## src/rtl/if_stage.sv

```systemverilog
// MIPS instruction-fetch stage: PC register, PC+4, imem address drive and IF/ID register.
// Optional stall statistics counter built only when IF_STALL_COUNT_EN is defined.
module if_stage #(
    parameter logic [31:0] RESET_PC  = 32'h0000_0000,
    parameter logic [31:0] NOP_INSTR = 32'h0000_0000,
    parameter int          CNT_W     = 16
) (
    input  logic             clk,
    input  logic             rst_n,
    input  logic             PC_WriteEn,
    input  logic             IFID_WriteEn,
    input  logic             Branch_taken,
    input  logic [31:0]      Branch_target,
    input  logic [31:0]      imem_data,
    output logic [31:0]      imem_addr,
    output logic [31:0]      IFID_instr,
    output logic [31:0]      IFID_pc4,
    output logic             IFID_valid,
    output logic [CNT_W-1:0] stall_cycles
);

    // Redirect targets are forced onto a word boundary.
    function automatic logic [31:0] word_align(input logic [31:0] addr);
        return {addr[31:2], 2'b00};
    endfunction

    function automatic logic [CNT_W-1:0] sat_inc(input logic [CNT_W-1:0] cnt);
        return (&cnt) ? cnt : cnt + CNT_W'(1);
    endfunction

    logic [31:0] pc_p0;
    logic [31:0] pc_plus4_p0;
    logic [31:0] pc_next_p0;

    logic [31:0] ifid_instr_p1;
    logic [31:0] ifid_pc4_p1;
    logic        vld_p1;

    // ---- stage 0: fetch ----
    assign pc_plus4_p0 = pc_p0 + 32'd4;
    assign imem_addr   = pc_p0;

    always_comb begin
        pc_next_p0 = pc_p0;
        if (Branch_taken)
            pc_next_p0 = word_align(Branch_target);
        else if (PC_WriteEn)
            pc_next_p0 = pc_plus4_p0;
    end

    always_ff @(posedge clk or negedge rst_n) begin
        if (!rst_n)
            pc_p0 <= RESET_PC;
        else
            pc_p0 <= pc_next_p0;
    end

    // ---- stage 1: IF/ID register; a flush never looks at imem_data ----
    always_ff @(posedge clk or negedge rst_n) begin
        if (!rst_n) begin
            ifid_instr_p1 <= NOP_INSTR;
            ifid_pc4_p1   <= 32'd0;
            vld_p1        <= 1'b0;
        end else if (Branch_taken) begin
            ifid_instr_p1 <= NOP_INSTR;
            ifid_pc4_p1   <= 32'd0;
            vld_p1        <= 1'b0;
        end else if (IFID_WriteEn) begin
            ifid_instr_p1 <= imem_data;
            ifid_pc4_p1   <= pc_plus4_p0;
            vld_p1        <= 1'b1;
        end
    end

    assign IFID_instr = ifid_instr_p1;
    assign IFID_pc4   = ifid_pc4_p1;
    assign IFID_valid = vld_p1;

`ifdef IF_STALL_COUNT_EN
    // A redirect cycle is not a stall even if the PC enable is low.
    logic [CNT_W-1:0] stall_cnt;

    always_ff @(posedge clk or negedge rst_n) begin
        if (!rst_n)
            stall_cnt <= '0;
        else if (!PC_WriteEn && !Branch_taken)
            stall_cnt <= sat_inc(stall_cnt);
    end

    assign stall_cycles = stall_cnt;
`else
    assign stall_cycles = '0;
`endif

endmodule

```

## config.mk

```make
export PLATFORM = sky130hd
export DESIGN_NAME = if_stage
export DESIGN_NICKNAME = d
export VERILOG_FILES = /design/src/rtl/if_stage.sv
export SDC_FILE = /design/constraint.sdc
export NUM_CORES = 1
export LEC_CHECK = 0
export CAP_MARGIN = 20
export CORE_ASPECT_RATIO = 0.7
export CORE_MARGIN = 1.5
export CORE_UTILIZATION = 45
export CTS_CLUSTER_DIAMETER = 30
export DETAILED_ROUTE_END_ITERATION = 10
export PLACE_DENSITY = 0.81
export REMOVE_ABC_BUFFERS = 1
export SYNTH_ARGS = -nofsm -noshare
export SYNTH_HDL_FRONTEND = slang
export SYNTH_SLANG_ARGS = --single-unit
export TNS_END_PERCENT = 20
```

## constraint.sdc

```tcl
create_clock -name clk -period 2.8 [get_ports clk]
set_input_delay 0.56 -clock clk [delete_from_list [all_inputs] [get_ports clk]]
set_output_delay 0.56 -clock clk [all_outputs]
set_load 0.02 [all_outputs]
```

Word-level counts from Yosys, hierarchy flattened
Index checks and enable logic that the tools add are counted.
{"block": "totals", "reg_bits": 97, "elab_cells": 15}
{"block": "classes", "reduce_logical": 2, "muxes": 8, "addsub": 1}
{"cell": "$mux 32", "n": 6}
{"cell": "$add 32x3->32 const B", "n": 1}
{"cell": "$reduce_bool 2->1", "n": 2}
{"cell": "$mux 1", "n": 2}

Longest topological paths before layout
{"block": "depth", "ltp_word": 3, "mapped_depth": 7, "ltp_nobuf": 5}

Least setup slack after synthesis
No wires, ideal clock.
{"block": "synth_timing", "path_kind": "register to register", "from": "register pc_p0[2], in the netlist imem_addr[2]", "to": "register ifid_pc4_p1[24], in the netlist IFID_pc4[24]", "synth_period_minus_slack_ps": 2448, "arrival_ps": 2348, "path_buffers": 1, "stages_incl_launch_ff": 7, "setup_time_ps": 99, "path_slack_ps": 352, "path_cell_list": "dfrtp_1 ha_1 nand3_2 or4_1 buf_2 or4_1 a311oi_1"}
{"block": "synth_via", "elab_chain_len": 3}
{"item": "start: declaration", "line_no": "31", "text": "logic [31:0] pc_p0;"}
{"item": "start signal: assignment", "line_no": "55", "text": "pc_p0 <= pc_next_p0;"}
{"item": "$add 32x3->32", "line_no": "40", "text": "assign pc_plus4_p0 = pc_p0 + 32'd4;"}
{"item": "$mux 32", "line_no": "68", "text": "end else if (IFID_WriteEn) begin"}
{"item": "$mux 32", "line_no": "64", "text": "end else if (Branch_taken) begin"}
{"item": "end signal: assignment", "line_no": "70", "text": "ifid_pc4_p1 <= pc_plus4_p0;"}
{"item": "end: declaration", "line_no": "36", "text": "logic [31:0] ifid_pc4_p1;"}
No other way between the ends. The select of a mux whose other input is x is not followed.
A chain may end at the register's enable or synchronous reset.

Worst setup path after layout
{"block": "layout_timing", "from": "register pc_p0[3], in the netlist imem_addr[3]", "to": "register ifid_pc4_p1[24], in the netlist IFID_pc4[24]"}
The elaborated chain is that of the path after synthesis.

==> reports/results.txt <==
status -> completed
Critical R2R Launch -> imem_addr[3]
Worst Setup End Kind -> flip-flop
max_slew headroom -> 50.7%
R2R Path End -> IFID_pc4[24]
Layout Skew -> 0.00751 ns
final setup violation count -> 0
layout cell share with drive strength beyond 1 -> 6.93%
placed instance count -> 811
final hold violations -> 0
Worst Max-Slew Pin Slew -> 0.733 ns
CTS tree -> built
WL final -> 14.0 mm
CTS clock-pin slew for the worst setup and hold paths -> 0.06 ns
Final Max Tran Viols -> 0
Fin Setup TNS -> 0 ns
flop2flop setup slack -> 0.19 ns
crit-path cells -> ha_1 -> nand3_2 -> or4_1 -> or4_1 -> a311oi_1
final critical-path required period -> 2.61 ns
power density over the cells -> 525 nW/um2
GR Util All Layers -> 24.8%
WP depth -> 5
Data arrival, critical path -> 2.85 ns
RD Place Congestion -> 0.863
vias in the first global route -> 4536
DR iter-0 viols -> 296
DR vias -> 4624
Worst setup SP type -> flip-flop
FMAX -> 383 MHz
Final period util -> 93.1%
crit path to -> IFID_pc4[24]
H-tree depth -> 3
Antenna diodes -> 0
CTS max path bufs -> 2
Area Overhead vs Synth -> 40.0%
first-pass GRT wire length -> 22.9 mm
Storage cell area -> 2350 um2
Mapped Area -> 4950 um2
FF-to-FF path depth -> 5
Die X -> 128 um
CP required -> 3.04 ns
Pleak -> 0.00283 uW
drt pass-1 iters -> 5
RSZ-0062 raised after global routing -> no
Clock Latency Late Sink -> 0.34 ns
clock sink count -> 94
FF+latch count, synth -> 94
class of the worst hold path -> input pin to asynchronous set/reset pin
Clk network pwr share -> 33.9%
DRC -> 0
prevailing post-synth register cell -> dfrtp_1
ys async rst share -> 100%
syn avg cell area -> 9.38 um2
Max-cap violations -> 0
slowest CP cell -> or4_1
total congestion overflow -> 0
HPWL after detailed placement -> 10.1 mm
fillcell total -> 866
synth warn -> 0
CTS buffer count -> 9
fraction of the yosys area taken by sequential cells -> 47.5%
Placed Instance Area -> 6640 um2
Reg power frac -> 43.3%
fraction of power spent switching nets -> 29.7%
Psw -> 1080 uW
Post-CTS Hold Fix Bufs -> 0
Multi-input gate area -> 2300 um2
Die Span Y -> 90.8 um
Bufs and invs on worst path -> 0
number of buffers added on ports -> 161
Logic pwr share -> 22.7%
largest net degree at the start of global routing -> 51
# nets final -> 744
row cnt -> 31
maximum vdd drop -> 373 uV
CP peak stage delay -> 0.79 ns
CP Class -> flip-flop to flip-flop
initial antenna violation count -> 0
EDFF count, synth -> 0
WL/cell -> 16.9 um
Top Family by Delay on Critical Path -> simple AND/OR/NAND/NOR gates
Critical path origin -> imem_addr[3]
root buffer cell -> clkbuf_16
CP Max Fanout -> 17
starting density of the core -> 47.1%
CTS resizes -> 0
Antenna Nets Post-Route -> 0
Netlist cell types -> 48
DR vias/cell -> 5.60
Finished Layout Cells -> 826
post-route cell area -> 6930 um2
CORE AREA -> 10500 um2
total die area -> 11700 um2
cell mode on critical path -> or4_1
Int Power -> 2560 uW
Post-Synthesis Cells -> 528
Top Ports -> 182
post-CTS setup repair buffer count -> 0
==> through the flow <==
stage          hold WS (ns)  util, %  total power (uW)  setup WS (ns)
6_report              0.240     66.0              3640          0.192
5_1_grt               0.293     66.0              3800         0.0470
4_1_cts               0.274     66.0              3670          0.218
3_5_place_dp          0.485     63.1              2430          0.235
3_3_place_gp          0.486     63.1              2400          0.306
2_1_floorplan         0.264        -              1940          0.250
==> cells in the final DEF, fill, tap and decap left out, drive strengths merged, types with 2 or more instances in the layout <==
| cell type | count |
|---|---|
| clkdlybuf4s50 | 158 |
| dfrtp | 94 |
| nor2 | 85 |
| nand2 | 36 |
| mux2i | 34 |
| o21ai | 28 |
| buf | 23 |
| nand4 | 19 |
| conb | 18 |
| xnor2 | 17 |
| nor4 | 16 |
| nand3 | 16 |
| or3 | 14 |
| a311oi | 13 |
| a211oi | 12 |
| a31oi | 10 |
| or4 | 10 |
| clkbuf | 10 |
| xor2 | 9 |
| nor3 | 8 |
| inv | 8 |
| o31ai | 5 |
| o311a | 3 |
| and3 | 3 |
| or4b | 3 |
| and4 | 3 |
| or2 | 2 |
| a2111oi | 2 |
| a21oi | 2 |
| a31o | 2 |
| a221o | 2 |
| clkinvlp | 2 |
| clkinv | 2 |
==> cell type report <==
cell class                 instances  share of cell area, %
timing repair buffer             181                   25.5
inverter                           8                  0.433
clock buffer                      10                   3.45
multi-input combinational        380                   33.2
tap                              148                   2.67
clock inverter                     5                  0.848
sequential                        94                   33.9
==> registers in the layout (all words and copies together) (netlist names) <==
register	flops
IFID_pc4	31
IFID_valid	1
imem_addr	30
IFID_instr	32
==> Yosys cell counts, drive strengths merged, types with 5 or more instances <==
cell type / number / area, um2
xnor2: 17 / 149
clkbuf: 28 / 106
nor2: 85 / 319
o31ai: 5 / 37.5
inv: 7 / 26.3
xor2: 9 / 78.8
a311oi: 13 / 114
dfrtp: 94 / 2350
nor3: 8 / 40.0
a31oi: 10 / 62.6
nand3: 16 / 85.1
nand2: 36 / 135
o21ai: 28 / 140
buf: 35 / 226
a211oi: 12 / 90.1
or4: 10 / 78.8
or3: 14 / 88.8
nor4: 16 / 106
mux2i: 34 / 340
nand4: 19 / 119
==> metal layers <==
metal	up-vias	part of all wire, %	global-route usage, %
met2	211	45	38.5
met4	0	1.2	6.55
li1	2157	-	-
met3	19	10	8.29
met5	-	0	0
met1	2237	43	33.1
==> worst reg2reg max path: stages (launching register included) <==
cell and delay [ns]:
dfrtp_1 0.46, ha_1 0.31, nand3_2 0.11, or4_1 0.79
or4_1 0.55, a311oi_1 0.28
==> power by group through the flow <==
stage / clock (uW) / sequential, uW / combinational (uW)
2_1_floorplan: 0 / 1710 / 228
5_1_grt: 1320 / 1590 / 893
3_5_place_dp: 0 / 1600 / 828
4_1_cts: 1260 / 1570 / 832
3_3_place_gp: 0 / 1590 / 812
6_report: 1240 / 1580 / 828
==> worst min path at each step <==
| stage | endpoint | slack [ns] |
|---|---|---|
| 2_1_floorplan | IFID_instr[0] | 0.26 |
| 3_3_place_gp | IFID_valid | 0.49 |
| 3_5_place_dp | IFID_valid | 0.49 |
| 4_1_cts | IFID_pc4[17] | 0.27 |
| 5_1_grt | imem_addr[20] | 0.29 |
| 6_report | imem_addr[20] | 0.24 |
==> cells by family after synthesis <==
family | Yosys count | share of synthesized area (%)
XOR/XNOR | 26 | 4.60
AO/OA/AOI/OAI | 84 | 11.7
buffers and inverters | 71 | 7.33
other | 1 | 0.0757
multiplexers | 34 | 6.87
adder cells (fa/ha/maj) | 1 | 0.253
flip-flops | 94 | 47.5
AND/OR/NAND/NOR | 217 | 21.7
Power figures use the tool's default switching activity.
